--- src/rtl/pq_op_sched_pkg.sv ---
// Shared types and constants for the P/Q operation scheduler.
// Holds the opcode and FSM state encodings plus the operation thresholds.
package pq_pkg;

  localparam int SEL_THRESH = 10;
  localparam int RNG_LO     = 10;
  localparam int RNG_HI     = 20;

  typedef enum logic [2:0] {
    OP_MUL3 = 3'd0,
    OP_SHR  = 3'd1,
    OP_ADD6 = 3'd2,
    OP_NAND = 3'd3,
    OP_ROT  = 3'd4,
    OP_WIN  = 3'd5,
    OP_SEL  = 3'd6,
    OP_CHK  = 3'd7
  } pq_op_e;

  typedef enum logic [1:0] {
    ST_IDLE = 2'd0,
    ST_EXEC = 2'd1,
    ST_OUT  = 2'd2
  } pq_state_e;

endpackage

--- src/rtl/pq_op_sched_if.sv ---
// Requester, result and status bundle of the P/Q scheduler.
// The slave modport is the scheduler side; master is the front-end/consumer side.
interface pq_op_sched_if #(
  parameter int OPW  = 5,
  parameter int RESW = 8,
  parameter int CNTW = 8
);
  logic            a_valid;
  logic            a_ready;
  logic [2:0]      a_op;
  logic [OPW-1:0]  a_p;
  logic [OPW-1:0]  a_q;
  logic            b_valid;
  logic            b_ready;
  logic [2:0]      b_op;
  logic [OPW-1:0]  b_p;
  logic [OPW-1:0]  b_q;
  logic            res_valid;
  logic            res_ready;
  logic [RESW-1:0] res_data;
  logic            res_tag;
  logic [CNTW-1:0] done_cnt;

  modport slave (
    input  a_valid, a_op, a_p, a_q,
    input  b_valid, b_op, b_p, b_q,
    input  res_ready,
    output a_ready, b_ready,
    output res_valid, res_data, res_tag, done_cnt
  );

  modport master (
    output a_valid, a_op, a_p, a_q,
    output b_valid, b_op, b_p, b_q,
    output res_ready,
    input  a_ready, b_ready,
    input  res_valid, res_data, res_tag, done_cnt
  );
endinterface

--- src/rtl/pq_op_sched_op_unit.sv ---
// Combinational P/Q operation unit: maps opcode and operands to a zero-extended result.
// Bit positions in the rotate/window ops assume OPW = 5.
module pq_op_unit
  import pq_pkg::*;
#(
  parameter int OPW  = 5,
  parameter int RESW = 8
) (
  input  pq_op_e          op,
  input  logic [OPW-1:0]  p,
  input  logic [OPW-1:0]  q,
  output logic [RESW-1:0] res
);

  logic [OPW:0]     p_x2;
  logic [OPW-1:0]   nand_v;
  logic [OPW-1:0]   rot_v;
  logic [2*OPW-1:0] pq_cat;
  logic [5:0]       win_v;
  logic [OPW-1:0]   sel_v;
  logic             in_rng;

  assign p_x2   = {p, 1'b0};
  assign nand_v = ~(p & q);
  assign rot_v  = {p[2:0], p[4:3]};
  assign pq_cat = {p, q};
  assign win_v  = pq_cat[7:2];
  assign sel_v  = (p > OPW'(SEL_THRESH)) ? p : q;
  assign in_rng = (q >= OPW'(RNG_LO)) && (q <= OPW'(RNG_HI));

  always_comb begin
    res = '0;
    case (op)
      OP_MUL3: res = RESW'(p) + RESW'(p_x2);
      OP_SHR:  res = RESW'(q >> 1);
      OP_ADD6: res = RESW'(p) + RESW'(6);
      OP_NAND: res = RESW'(nand_v);
      OP_ROT:  res = RESW'(rot_v);
      OP_WIN:  res = RESW'(win_v);
      OP_SEL:  res = RESW'(sel_v);
      OP_CHK:  res = RESW'({^p, in_rng});
      default: res = '0;
    endcase
  end

endmodule

--- src/rtl/pq_op_sched.sv ---
// Round-robin scheduler sharing one registered P/Q operation unit between requesters A and B.
// Flow: IDLE (grant + latch) -> EXEC (compute + register) -> OUT (hold until consumed).
module pq_op_sched
  import pq_pkg::*;
#(
  parameter int OPW  = 5,
  parameter int RESW = 8,
  parameter int CNTW = 8
) (
  input  logic         clk,
  input  logic         rst_n,
  pq_op_sched_if.slave bus
);

  pq_state_e       state, state_nxt;
  logic            last_b;
  logic            grant_a, grant_b;
  logic            a_rdy, b_rdy;
  logic            req_hs, res_hs;

  pq_op_e          op_p0;
  logic [OPW-1:0]  p_p0, q_p0;
  logic            tag_p0;
  logic [RESW-1:0] unit_res;
  logic [RESW-1:0] res_data_p1;
  logic            res_tag_p1;
  logic [CNTW-1:0] done_cnt_q;

  // last_b=1 means B was served last, so A wins the next contested grant.
  assign grant_b = bus.b_valid && (!bus.a_valid || !last_b);
  assign grant_a = bus.a_valid && !grant_b;

  always_comb begin
    state_nxt = state;
    a_rdy     = 1'b0;
    b_rdy     = 1'b0;
    case (state)
      ST_IDLE: begin
        a_rdy = rst_n && grant_a;
        b_rdy = rst_n && grant_b;
        if (grant_a || grant_b) state_nxt = ST_EXEC;
      end
      ST_EXEC: state_nxt = ST_OUT;
      ST_OUT:  if (bus.res_ready) state_nxt = ST_IDLE;
      default: state_nxt = ST_IDLE;
    endcase
  end

  assign req_hs = a_rdy || b_rdy;
  assign res_hs = (state == ST_OUT) && bus.res_ready;

  always_ff @(posedge clk or negedge rst_n) begin
    if (!rst_n) begin
      state      <= ST_IDLE;
      last_b     <= 1'b1;
      done_cnt_q <= '0;
    end else begin
      state <= state_nxt;
      if (req_hs) last_b <= b_rdy;
      if (res_hs) done_cnt_q <= done_cnt_q + CNTW'(1);
    end
  end

  // p0: operands of the granted requester, captured on the request handshake
  always_ff @(posedge clk) begin
    if (req_hs) begin
      op_p0  <= b_rdy ? pq_op_e'(bus.b_op) : pq_op_e'(bus.a_op);
      p_p0   <= b_rdy ? bus.b_p : bus.a_p;
      q_p0   <= b_rdy ? bus.b_q : bus.a_q;
      tag_p0 <= b_rdy;
    end
  end

  pq_op_unit #(
    .OPW  (OPW),
    .RESW (RESW)
  ) u_op_unit (
    .op  (op_p0),
    .p   (p_p0),
    .q   (q_p0),
    .res (unit_res)
  );

  // p1: registered result, held through OUT until the consumer takes it
  always_ff @(posedge clk or negedge rst_n) begin
    if (!rst_n) begin
      res_data_p1 <= '0;
      res_tag_p1  <= 1'b0;
    end else if (state == ST_EXEC) begin
      res_data_p1 <= unit_res;
      res_tag_p1  <= tag_p0;
    end
  end

  assign bus.a_ready   = a_rdy;
  assign bus.b_ready   = b_rdy;
  assign bus.res_valid = (state == ST_OUT);
  assign bus.res_data  = res_data_p1;
  assign bus.res_tag   = res_tag_p1;
  assign bus.done_cnt  = done_cnt_q;

endmodule

--- src/flat_wrapper.sv ---
// flat-port wrapper written by rule: the top's interface ports become plain ports
module pq_op_sched_flat import pq_pkg::*;
#(
  parameter int OPW  = 5,
  parameter int RESW = 8,
  parameter int CNTW = 8
)
  (clk, rst_n, bus_a_valid, bus_a_op, bus_a_p, bus_a_q, bus_b_valid, bus_b_op, bus_b_p, bus_b_q, bus_res_ready, bus_a_ready, bus_b_ready, bus_res_valid, bus_res_data, bus_res_tag, bus_done_cnt);
  pq_op_sched_if #(.OPW(OPW), .RESW(RESW), .CNTW(CNTW)) bus_i ();
  input  logic clk;
  input  logic rst_n;
  input wire logic [$bits(bus_i.a_valid)-1:0] bus_a_valid;
  input wire logic [$bits(bus_i.a_op)-1:0] bus_a_op;
  input wire logic [$bits(bus_i.a_p)-1:0] bus_a_p;
  input wire logic [$bits(bus_i.a_q)-1:0] bus_a_q;
  input wire logic [$bits(bus_i.b_valid)-1:0] bus_b_valid;
  input wire logic [$bits(bus_i.b_op)-1:0] bus_b_op;
  input wire logic [$bits(bus_i.b_p)-1:0] bus_b_p;
  input wire logic [$bits(bus_i.b_q)-1:0] bus_b_q;
  input wire logic [$bits(bus_i.res_ready)-1:0] bus_res_ready;
  output wire logic [$bits(bus_i.a_ready)-1:0] bus_a_ready;
  output wire logic [$bits(bus_i.b_ready)-1:0] bus_b_ready;
  output wire logic [$bits(bus_i.res_valid)-1:0] bus_res_valid;
  output wire logic [$bits(bus_i.res_data)-1:0] bus_res_data;
  output wire logic [$bits(bus_i.res_tag)-1:0] bus_res_tag;
  output wire logic [$bits(bus_i.done_cnt)-1:0] bus_done_cnt;
  assign bus_i.a_valid = bus_a_valid;
  assign bus_i.a_op = bus_a_op;
  assign bus_i.a_p = bus_a_p;
  assign bus_i.a_q = bus_a_q;
  assign bus_i.b_valid = bus_b_valid;
  assign bus_i.b_op = bus_b_op;
  assign bus_i.b_p = bus_b_p;
  assign bus_i.b_q = bus_b_q;
  assign bus_i.res_ready = bus_res_ready;
  assign bus_a_ready = bus_i.a_ready;
  assign bus_b_ready = bus_i.b_ready;
  assign bus_res_valid = bus_i.res_valid;
  assign bus_res_data = bus_i.res_data;
  assign bus_res_tag = bus_i.res_tag;
  assign bus_done_cnt = bus_i.done_cnt;
  pq_op_sched #(.OPW(OPW), .RESW(RESW), .CNTW(CNTW)) u_core (.clk(clk), .rst_n(rst_n), .bus(bus_i));
endmodule
--- config.mk ---
export PLATFORM = sky130hd
export DESIGN_NAME = pq_op_sched_flat
export DESIGN_NICKNAME = d
export VERILOG_FILES = /design/src/rtl/pq_op_sched_pkg.sv /design/src/rtl/pq_op_sched_if.sv /design/src/rtl/pq_op_sched_op_unit.sv /design/src/rtl/pq_op_sched.sv /design/src/flat_wrapper.sv
export SDC_FILE = /design/constraint.sdc
export NUM_CORES = 1
export LEC_CHECK = 0
export CORE_AREA = 2 2 72 74
export DETAILED_ROUTE_END_ITERATION = 10
export DIE_AREA = 0 0 74 76
export PLACE_DENSITY = 0.85
export RECOVER_POWER = 50
export SLEW_MARGIN = 20
export SYNTH_ARGS = -nofsm -noshare
export SYNTH_HDL_FRONTEND = slang
export SYNTH_HIERARCHICAL = 1
export SYNTH_SLANG_ARGS = --single-unit
--- constraint.sdc ---
create_clock -name clk -period 6.2 [get_ports clk]
set_input_delay 1.55 -clock clk [delete_from_list [all_inputs] [get_ports clk]]
set_output_delay 1.55 -clock clk [all_outputs]
set_load 0.01 [all_outputs]
==> results by group, run 1 <==
STA
  – Max-slew headroom: between 40 and 50%
  – Worst slew pin tran: 777 ps
  – Slew Limit Fails: 0
  – Fmax achieved: ~200 MHz
  – TNS Setup: 0 ps
  – Layout Skew: about 12 ps
  – RSZ-0062 raised after global routing: false
  – Endpoints failing hold: 0
  – Tmin final: around 5000 ps
  – Fin crit share: about four fifths
  – Hold_ws: 469 ps
  – Finish-stage setup viols: 0

Drt
  – WL met3: around 230 um
  – Vias per cell: about 5.3
  – Vias: about 1700
  – M1 WL: 1920 um
  – WL per Instance: between 10 and 15 um
  – Final wirelength: 4390 um
  – 1st-iter DRT viols: a little over 80
  – Pre-antenna DRT Iters: 4
  – Antenna-violating nets left: 0
  – DRC: 0
  – Met2 Wirelength: roughly 2200 um
  – Max Used Layer: met4

Synth
  – Register area share after synthesis: roughly two fifths
  – Mapped Area: 2340 sq um
  – Number of enable flip-flop cells after synthesis: 14
  – Post-Syn Nets: about 250
  – Synth unique cells: 57
  – Syn Inst Count: between 200 and 250
  – Ys flop type: dfrtp_1
  – Average cell area after synthesis: 11.5 sq um
  – Post-synth top area share: 20.3%
  – Top post-synthesis cells by area: dfrtp_1 20%, edfxtp_1 18%, mux2_2 7.2%
  – Synth area leader: dfrtp_1
  – Post-synth ARST share: roughly three fifths
  – Post-synthesis register bit count: 34
  – Ys Warns: 6

Setup path
  – Endpoint type of the worst setup path: output port
  – Worst Path Arrival: 3470 ps
  – Reg2Reg Setup Slack: approximately 3700 ps
  – Worst Reg-to-Reg Cells: 8
  – Worst R2R End: u_core/bus.res_data[1]$_DFFE_PN0N_
  – Setup CP Type: in2out
  – Worst setup startpoint: rst_n
  – Critical Path End: bus_b_ready
  – Reg2reg start: u_core/p_p0[4]$_DFFE_PP_
  – Startpoint types: input port
  – CP required: between 4000 and 5000 ps
  – Crit-path max FO: 15

Floorplanning
  – Die area: between 5000 and 6000 sq um
  – I/O pins: 51
  – DIE HEIGHT: around 76 um
  – Initial core utilization: about 48%
  – Rows: 26
  – Area of the core: between 4000 and 5000 sq um
  – Die X-Extent: about 74 um

Cells and area
  – Most common cell after layout, fill and taps aside: clkdlybuf4s50_1
  – Share of layout cells above drive strength 1: between 10% and 20%
  – ANT cells: 0
  – Nets: around 300
  – Most frequent cells in the layout: 43 x clkdlybuf4s50_1, 19 x dfrtp_1, 15 x nand2_1, 15 x mux2_2, 14 x edfxtp_1
  – Fill cell count: between 400 and 500
  – Fin util: 59.6%
  – Area grow syn2layout: 25.0%
  – Fin area: between 2000 and 3000 sq um

Run
  – Max-cap violations: 0

Global routing
  – Global Route Usage Sum: about 17%
  – Total gr overflow: 0
  – Largest net degree at the start of global routing: 24
  – Vias in the first global route: 1652
  – First-pass GRT wire length: approximately 7500 um
  – Initial antenna violation count: 0

Power and ir drop
  – P_int: slightly above 0.0007 W
  – Combinational Power Share: about 41%
  – Pleak: between 1 and 1.5 nW
  – Sequential share of power: roughly 37%
  – Clock Power Share: a little over a fifth
  – Pwr per Cell Area: between 300 and 400 nW/um^2
  – Switching share of power: about a third
  – Net Sw Power: between 0.0003 and 0.0004 W
  – Worst VDD drop: between 0.2 and 0.25 mV

Clock network
  – Root buf cell: clkbuf_8
  – Clk_lat worst skew: between 200 and 300 ps
  – Htree depth: 2
  – CTS hold repair buffers: 0
  – CTS tree: built
  – Clk slew on worst S/H paths: 80 ps
  – Cts repair resizes: 0
  – Clock sinks: 34
  – Setup bufs post-CTS: 0
  – CTS max path bufs: 2
  – Cts bufs inserted: 5

Placed design
  – Gpl congestion: roughly 0.88
  – Final HPWL DP: between 3000 and 4000 um
  – Placed Area: 2820 sq um
  – IO buf count: 50

Outcome
  – Status: finished clean

Min path
  – Worst hold path type: reg2reg
## cell families (layout without fill, tap and decap cells)
group / count (synthesis) / in the layout / synth area share, %
adder cells (fa/ha/maj): 11 / 11 / 6.20
flip-flops: 34 / 34 / 39.4
other: 1 / 1 / 0.160
XOR/XNOR: 14 / 14 / 5.24
AO/OA/AOI/OAI: 44 / 44 / 13.8
buffers and inverters: 22 / 71 / 6.68
multiplexers: 30 / 30 / 16.2
AND/OR/NAND/NOR: 48 / 48 / 12.3
## registers in the layout (all words and copies together), names as in the netlist
name,cells
u_core/state,2
u_core/bus.done_cnt,8
u_core/bus.res_tag,1
u_core/bus.res_data,8
u_core/q_p0,5
u_core/last_b,1
u_core/op_p0,3
u_core/tag_p0,1
u_core/p_p0,5
## how the worst min path moves through the flow
stage / startpoint / to / slack (ps) / depth (start not counted)
2_1_floorplan: u_core/last_b$_DFFE_PN1P_ / u_core/last_b$_DFFE_PN1P_ / 450 / 2
3_3_place_gp: u_core/bus.done_cnt[7]$_DFFE_PN0P_ / u_core/bus.done_cnt[7]$_DFFE_PN0P_ / 460 / 1
3_5_place_dp: u_core/bus.done_cnt[7]$_DFFE_PN0P_ / u_core/bus.done_cnt[7]$_DFFE_PN0P_ / 460 / 1
4_1_cts: u_core/bus.done_cnt[7]$_DFFE_PN0P_ / u_core/bus.done_cnt[7]$_DFFE_PN0P_ / 470 / 1
5_1_grt: u_core/last_b$_DFFE_PN1P_ / u_core/last_b$_DFFE_PN1P_ / 510 / 2
6_report: u_core/bus.done_cnt[7]$_DFFE_PN0P_ / u_core/bus.done_cnt[7]$_DFFE_PN0P_ / 470 / 1
## critical path, cell delays in order
cell and delay, ps:
dlygate4sd3_1 820, nand4_4 370, inv_1 170, clkdlybuf4s50_1 550
## power groups by stage
stage          combinational (W)  clock, W  sequential, W
2_1_floorplan           0.000297         0       0.000387
3_3_place_gp            0.000435         0       0.000395
3_5_place_dp            0.000447         0       0.000399
4_1_cts                 0.000451  0.000231       0.000394
5_1_grt                 0.000473  0.000240       0.000407
6_report                0.000435  0.000226       0.000394
## metal layers
metal	up-vias	track usage, %
met1	807	22.5
li1	831	-
met4	0	7.09
met3	4	4.10
met5	-	0
met2	60	26.3
## metrics by stage
step                      worst slack, ps  power [W]  instances
after floorplan                      2590   0.000684        204
after global placement               1300   0.000830        315
after detailed placement             1250   0.000846        315
after CTS                            1240    0.00108        323
after global routing                 1080    0.00112        323
final                                1180    0.00105        323
## Yosys cell counts, drive strengths merged, types with 2 or more instances
master / count
nor2: 9
buf: 5
nand4: 2
ha: 10
nand2: 15
o21bai: 2
xor2: 6
nor2b: 4
nand4b: 2
a21oi: 14
inv: 12
clkbuf: 5
xnor2: 8
nor4: 2
a311oi: 3
edfxtp: 14
a211o: 2
nand2b: 2
o21ai: 8
dfrtp: 19
a31oi: 2
a211oi: 2
mux2i: 3
nor3b: 2
nand3: 4
o211ai: 3
nor3: 2
mux2: 26
a221oi: 2
## layout make-up
type / count / area [sq um] / share of cell area, %
clock buffer: 6 / 93.8 / 3.21
clock inverter: 2 / 38.8 / 1.33
tap: 70 / 87.6 / 2.99
inverter: 12 / 45.0 / 1.54
multi-input combinational: 148 / 1230 / 42.2
sequential: 34 / 922 / 31.5
timing repair buffer: 51 / 504 / 17.2
(Power assumes the default switching activity.)
==> run 2: changes to the inputs <==
--- a/config.mk
+++ b/config.mk
@@ -5,10 +5,10 @@
 export SDC_FILE = /design/constraint.sdc
 export NUM_CORES = 1
 export LEC_CHECK = 0
-export CORE_AREA = 2 2 72 74
+export CORE_AREA = 2 2 75 77
 export DETAILED_ROUTE_END_ITERATION = 10
-export DIE_AREA = 0 0 74 76
-export PLACE_DENSITY = 0.85
+export DIE_AREA = 0 0 77 79
+export PLACE_DENSITY = 0.82
 export RECOVER_POWER = 50
 export SLEW_MARGIN = 20
 export SYNTH_ARGS = -nofsm -noshare
==> constraint.sdc (replaced) <==
create_clock -name clk -period 4.31 [get_ports clk]
set_input_delay 1.0775 -clock clk [delete_from_list [all_inputs] [get_ports clk]]
set_output_delay 1.0775 -clock clk [all_outputs]
set_load 0.01 [all_outputs]
==> run 2 against run 1 <==
Sequential share of layout area up 0.16 points. Total power up 36%. Highest routed layer unchanged. Cell area down 0.51%. Sequential cell count unchanged. Via count down 1.0%. Hold slack better by 6.6 ps. Sequential power up 43%. Final cell count up 0.93%. Die area up 8.2%. Setup slack worse by 460 ps. Global-route usage down 0.94 points.
==> results by group, run 2 (synthesized netlist as in run 1, its figures left out) <==
Outcome
  – Status: finished clean

Clock network
  – Setup bufs post-CTS: 0
  – CTS max path bufs: 2
  – CTS hold repair buffers: 0
  – Clock sinks: 34
  – Root buf cell: clkbuf_8
  – Htree depth: 2
  – CTS tree: built
  – Cts bufs inserted: 5
  – Clk slew on worst S/H paths: approximately 60 ps
  – Clk_lat worst skew: 280 ps
  – Cts repair resizes: 0

Global routing
  – Global Route Usage Sum: 16.1%
  – Total gr overflow: 0
  – Initial antenna violation count: 0
  – Vias in the first global route: about 1700
  – First-pass GRT wire length: around 7800 um
  – Largest net degree at the start of global routing: 24

Setup path
  – Worst Path Arrival: around 2500 ps
  – Crit-path cells: dlygate4sd3_1 -> o2111a_1 -> clkdlybuf4s50_1
  – CP required: 3230 ps
  – Worst Reg-to-Reg Cells: 8
  – CP max-delay cell: dlygate4sd3_1
  – Crit-path max cell delay: between 600 and 700 ps
  – Endpoint type of the worst setup path: output port
  – Worst R2R End: u_core/bus.res_data[1]$_DFFE_PN0N_
  – Reg2Reg Setup Slack: slightly below 2000 ps
  – Setup CP Type: in2out
  – Crit-path max FO: 5
  – Reg2reg start: u_core/p_p0[4]$_DFFE_PP_
  – Startpoint types: input port

Floorplanning
  – DIE HEIGHT: roughly 79 um
  – Die area: between 6000 and 7000 sq um
  – Area of the core: about 5300 sq um
  – Initial core utilization: a little over two fifths
  – Die X-Extent: 77 um
  – I/O pins: 51
  – Rows: 27

Min path
  – Hold Startpoint: u_core/bus.done_cnt[7]$_DFFE_PN0P_
  – Worst hold path type: reg2reg
  – Hold path cells: 1
  – Hold endpoint: u_core/bus.done_cnt[7]$_DFFE_PN0P_

Power and ir drop
  – P_int: 0.000937 W
  – Combinational Power Share: about 44%
  – Clock Power Share: 16.5%
  – Pwr per Cell Area: 493 nW/um^2
  – Switching share of power: 34.7%
  – Net Sw Power: roughly 0.00050 W
  – Pleak: 1.20 nW
  – Worst VDD drop: ~0.32 mV
  – Sequential share of power: between 30 and 40%

Drt
  – Vias: roughly 1700
  – Antenna-violating nets left: 0
  – Pre-antenna DRT Iters: 4
  – Vias per cell: 5.17
  – 1st-iter DRT viols: 120
  – WL per Instance: ~14 um
  – DRC: 0
  – Final wirelength: 4540 um

STA
  – RSZ-0062 raised after global routing: false
  – Endpoints failing hold: 0
  – Tmin final: 3600 ps
  – Fin crit share: 83.5%
  – Worst slew pin tran: ~1000 ps
  – Max-slew headroom: about 30%
  – TNS Setup: 0 ps
  – Layout Skew: roughly 9 ps
  – Finish-stage setup viols: 0
  – Fmax achieved: around 280 MHz
  – Slew Limit Fails: 0
  – Post-layout worst setup margin: a little over 700 ps

Cells and area
  – Most common cell after layout, fill and taps aside: clkdlybuf4s50_1
  – Share of layout cells above drive strength 1: around 17%
  – Register area: roughly 900 sq um
  – Nets: 295
  – Fill cell count: approximately 480
  – ANT cells: 0
  – Most frequent cells in the layout: 40 x clkdlybuf4s50_1, 19 x dfrtp_1, 15 x nand2_1, 15 x mux2_2, 14 x edfxtp_1
  – Multi-input logic area: between 1000 and 1500 sq um
  – Area grow syn2layout: 24.4%

Placed design
  – Final HPWL DP: 3510 um
  – Pre-CTS WS: 776 ps
  – Gpl congestion: ~0.84
  – IO buf count: 50

Run
  – Max-cap violations: 0
## run 2: worst max-delay path, delay by kind of cell
| family | cells | cell delay (ps) |
|---|---|---|
| AO/OA/AOI/OAI | 1 | 250 |
| buffers and inverters | 2 | 1190 |
## run 2: layout make-up
| cell class | count | area share (%) |
|---|---|---|
| Timing Repair Buffer | 52 | 17.5 |
| Multi-Input combinational cell | 148 | 43.1 |
| Tap cell | 72 | 3.10 |
| Inverter | 12 | 1.55 |
| Clock buffer | 8 | 3.10 |
| Sequential cell | 34 | 31.7 |
## run 2: per-layer routing
metal  wire [um]  up-vias  global-route usage [%]
li1            -      837                       -
met1        2010      796                    21.1
met2        2280       46                    26.4
met3         172        6                    3.41
met4          69        0                    5.89
met5           0        -                       0
## run 2: power by group through the flow
stage | sequential (W) | combinational (W) | clock (W)
after floorplan | 0.000557 | 0.000427 | 0
after global placement | 0.000567 | 0.000630 | 0
after detailed placement | 0.000572 | 0.000650 | 0
after CTS | 0.000565 | 0.000653 | 0.000245
after global routing | 0.000584 | 0.000690 | 0.000260
final | 0.000563 | 0.000636 | 0.000236
## run 2: worst max path at each step
stage | from | end | slack [ps]
after CTS | rst_n | bus_a_ready | 770
after global placement | rst_n | bus_a_ready | 780
after detailed placement | rst_n | bus_a_ready | 780
after global routing | rst_n | bus_a_ready | 650
final | rst_n | bus_a_ready | 710
after floorplan | bus_a_valid | bus_b_ready | 1640
## run 2: metrics by stage
step | instances | hold slack, ps | cell area (sq um) | total power [W] | utilization, %
after floorplan | 204 | 449 | 2340 | 0.000984 | -
after global placement | 318 | 458 | 2830 | 0.00120 | 53.1
after detailed placement | 318 | 468 | 2830 | 0.00122 | 53.1
after CTS | 326 | 478 | 2920 | 0.00146 | 54.8
after global routing | 326 | 492 | 2910 | 0.00153 | 54.5
final | 326 | 476 | 2910 | 0.00143 | 54.5
==> run 3: changes to the inputs <==
==> constraint.sdc (replaced) <==
create_clock -name clk -period 3.2 [get_ports clk]
set_input_delay 0.8 -clock clk [delete_from_list [all_inputs] [get_ports clk]]
set_output_delay 0.8 -clock clk [all_outputs]
set_load 0.01 [all_outputs]
==> run 3 against run 2 <==
Sequential share of layout area shrank 0.16 points. Die area is the same. Largest power group unchanged. Critical path type unchanged. Register-to-register slack lost 1000 ps.
==> results by group, run 3 (synthesized netlist as in run 1, its figures left out) <==
Drt
  – WL per Instance: approximately 14 um
  – Vias per cell: 5.19
  – Final wirelength: around 4600 um
  – DRC: 0
  – 1st-iter DRT viols: 110
  – Pre-antenna DRT Iters: 4
  – Vias: around 1700
  – Antenna-violating nets left: 0

Cells and area
  – Share of layout cells above drive strength 1: between 10% and 20%
  – Fin area: around 3000 sq um
  – ANT cells: 0
  – Nets: just under 300
  – Most frequent cells in the layout: 38 x clkdlybuf4s50_1, 19 x dfrtp_1, 15 x nand2_1, 15 x mux2_2, 14 x edfxtp_1
  – Most common cell after layout, fill and taps aside: clkdlybuf4s50_1
  – Area grow syn2layout: 25.0%

Min path
  – Hold Startpoint: u_core/bus.done_cnt[7]$_DFFE_PN0P_
  – Hold path cells: 1
  – Worst hold path type: reg2reg
  – Hold endpoint: u_core/bus.done_cnt[7]$_DFFE_PN0P_

Setup path
  – Endpoint type of the worst setup path: output port
  – Worst Reg-to-Reg Cells: 6
  – Reg2Reg Setup Slack: approximately 940 ps
  – CP required: approximately 2400 ps
  – Crit-path max FO: 4
  – Setup CP Type: in2out
  – Startpoint types: input port
  – Worst R2R End: u_core/bus.res_data[2]$_DFFE_PN0N_
  – Worst Path Arrival: between 2000 and 2500 ps
  – Reg2reg start: u_core/p_p0[1]$_DFFE_PP_

STA
  – Fmax achieved: between 300 and 400 MHz
  – Worst slew pin tran: about 860 ps
  – Post-layout worst setup margin: 169 ps
  – Slew Limit Fails: 0
  – Hold_ws: 471 ps
  – Endpoints failing hold: 0
  – Finish-stage setup viols: 0
  – RSZ-0062 raised after global routing: false
  – Max-slew headroom: a little over two fifths
  – TNS Setup: 0 ps
  – Fin crit share: a little over nine tenths
  – Tmin final: a little over 3000 ps
  – Layout Skew: around 9.5 ps

Floorplanning
  – I/O pins: slightly above 50
  – Initial core utilization: roughly 44%
  – DIE HEIGHT: between 70 and 80 um
  – Area of the core: approximately 5300 sq um
  – Die area: approximately 6000 sq um
  – Die X-Extent: approximately 77 um
  – Rows: 27

Placed design
  – Placed Area: between 2000 and 3000 sq um
  – IO buf count: 50
  – Final HPWL DP: about 3600 um
  – Pre-CTS WS: between 200 and 250 ps
  – Gpl congestion: just under 0.9

Global routing
  – Largest net degree at the start of global routing: 24
  – Global Route Usage Sum: between 10% and 20%
  – Initial antenna violation count: 0
  – Vias in the first global route: approximately 1600
  – Total gr overflow: 0
  – First-pass GRT wire length: just under 8000 um

Power and ir drop
  – Pleak: approximately 1.2 nW
  – Worst VDD drop: between 0.4 and 0.5 mV
  – Pwr per Cell Area: roughly 660 nW/um^2

Outcome
  – Status: finished clean

Clock network
  – Root buf cell: clkbuf_8
  – Clk slew on worst S/H paths: around 70 ps
  – Htree depth: 2
  – Clock sinks: 34
  – Cts bufs inserted: 5
  – Cts repair resizes: 0
  – Clk_lat worst skew: 290 ps
  – Setup bufs post-CTS: 0
  – CTS tree: built
  – CTS max path bufs: 2
  – CTS hold repair buffers: 0

Run
  – Max-cap violations: 0
run 3: cell types whose count changed in the layout (fill, tap and decap cells not counted):
cell,delta
buf_4,+2
clkbuf_1,-3
clkdlybuf4s50_1,-2
clkinv_2,+1
dlygate4sd3_1,+2
inv_4,+1
run 3: power by group:
| group | switching [W] | total, W | internal, W | leakage [nW] |
|---|---|---|---|---|
| Clock | 0.000158 | 0.000331 | 0.000173 | 0.0515 |
| Combinational | 0.000381 | 0.000858 | 0.000476 | 0.784 |
| Sequential | 0.000144 | 0.000752 | 0.000609 | 0.382 |
| Total | 0.000683 | 0.00194 | 0.00126 | 1.22 |
run 3: worst max-delay path by stage:
| stage | from | to | slack [ps] | cells after the start |
|---|---|---|---|---|
| after floorplan | bus_a_valid | bus_b_ready | 1090 | 4 |
| after global placement | rst_n | bus_a_ready | 240 | 3 |
| after detailed placement | rst_n | bus_a_ready | 250 | 3 |
| after CTS | rst_n | bus_a_ready | 230 | 3 |
| after global routing | rst_n | bus_a_ready | 120 | 3 |
| final | rst_n | bus_a_ready | 170 | 3 |
run 3: layout make-up:
class | instances | area (sq um)
Fill cell | 474 | 2410
Multi-Input combinational cell | 148 | 1250
Sequential cell | 34 | 922
Timing Repair Buffer | 53 | 519
Tap cell | 72 | 90.1
Clock buffer | 6 | 82.6
Inverter | 12 | 45.0
Clock inverter | 2 | 11.3
run 3: metal layers:
metal	track usage (%)	routed length, um
met3	3.07	207
met5	0	0
met1	21.6	2000
met2	26.9	2310
met4	7.68	104
run 3: critical path: stages:
cell and delay, ps:
dlygate4sd3_1 650, o2111a_1 240, clkdlybuf4s50_1 540
run 3: metrics by stage:
step	power [W]	utilization, %	cells
2_1_floorplan	0.00133	-	204
3_3_place_gp	0.00162	53.2	319
3_5_place_dp	0.00165	53.2	319
4_1_cts	0.00199	55.0	327
5_1_grt	0.00208	54.8	327
6_report	0.00194	54.8	327
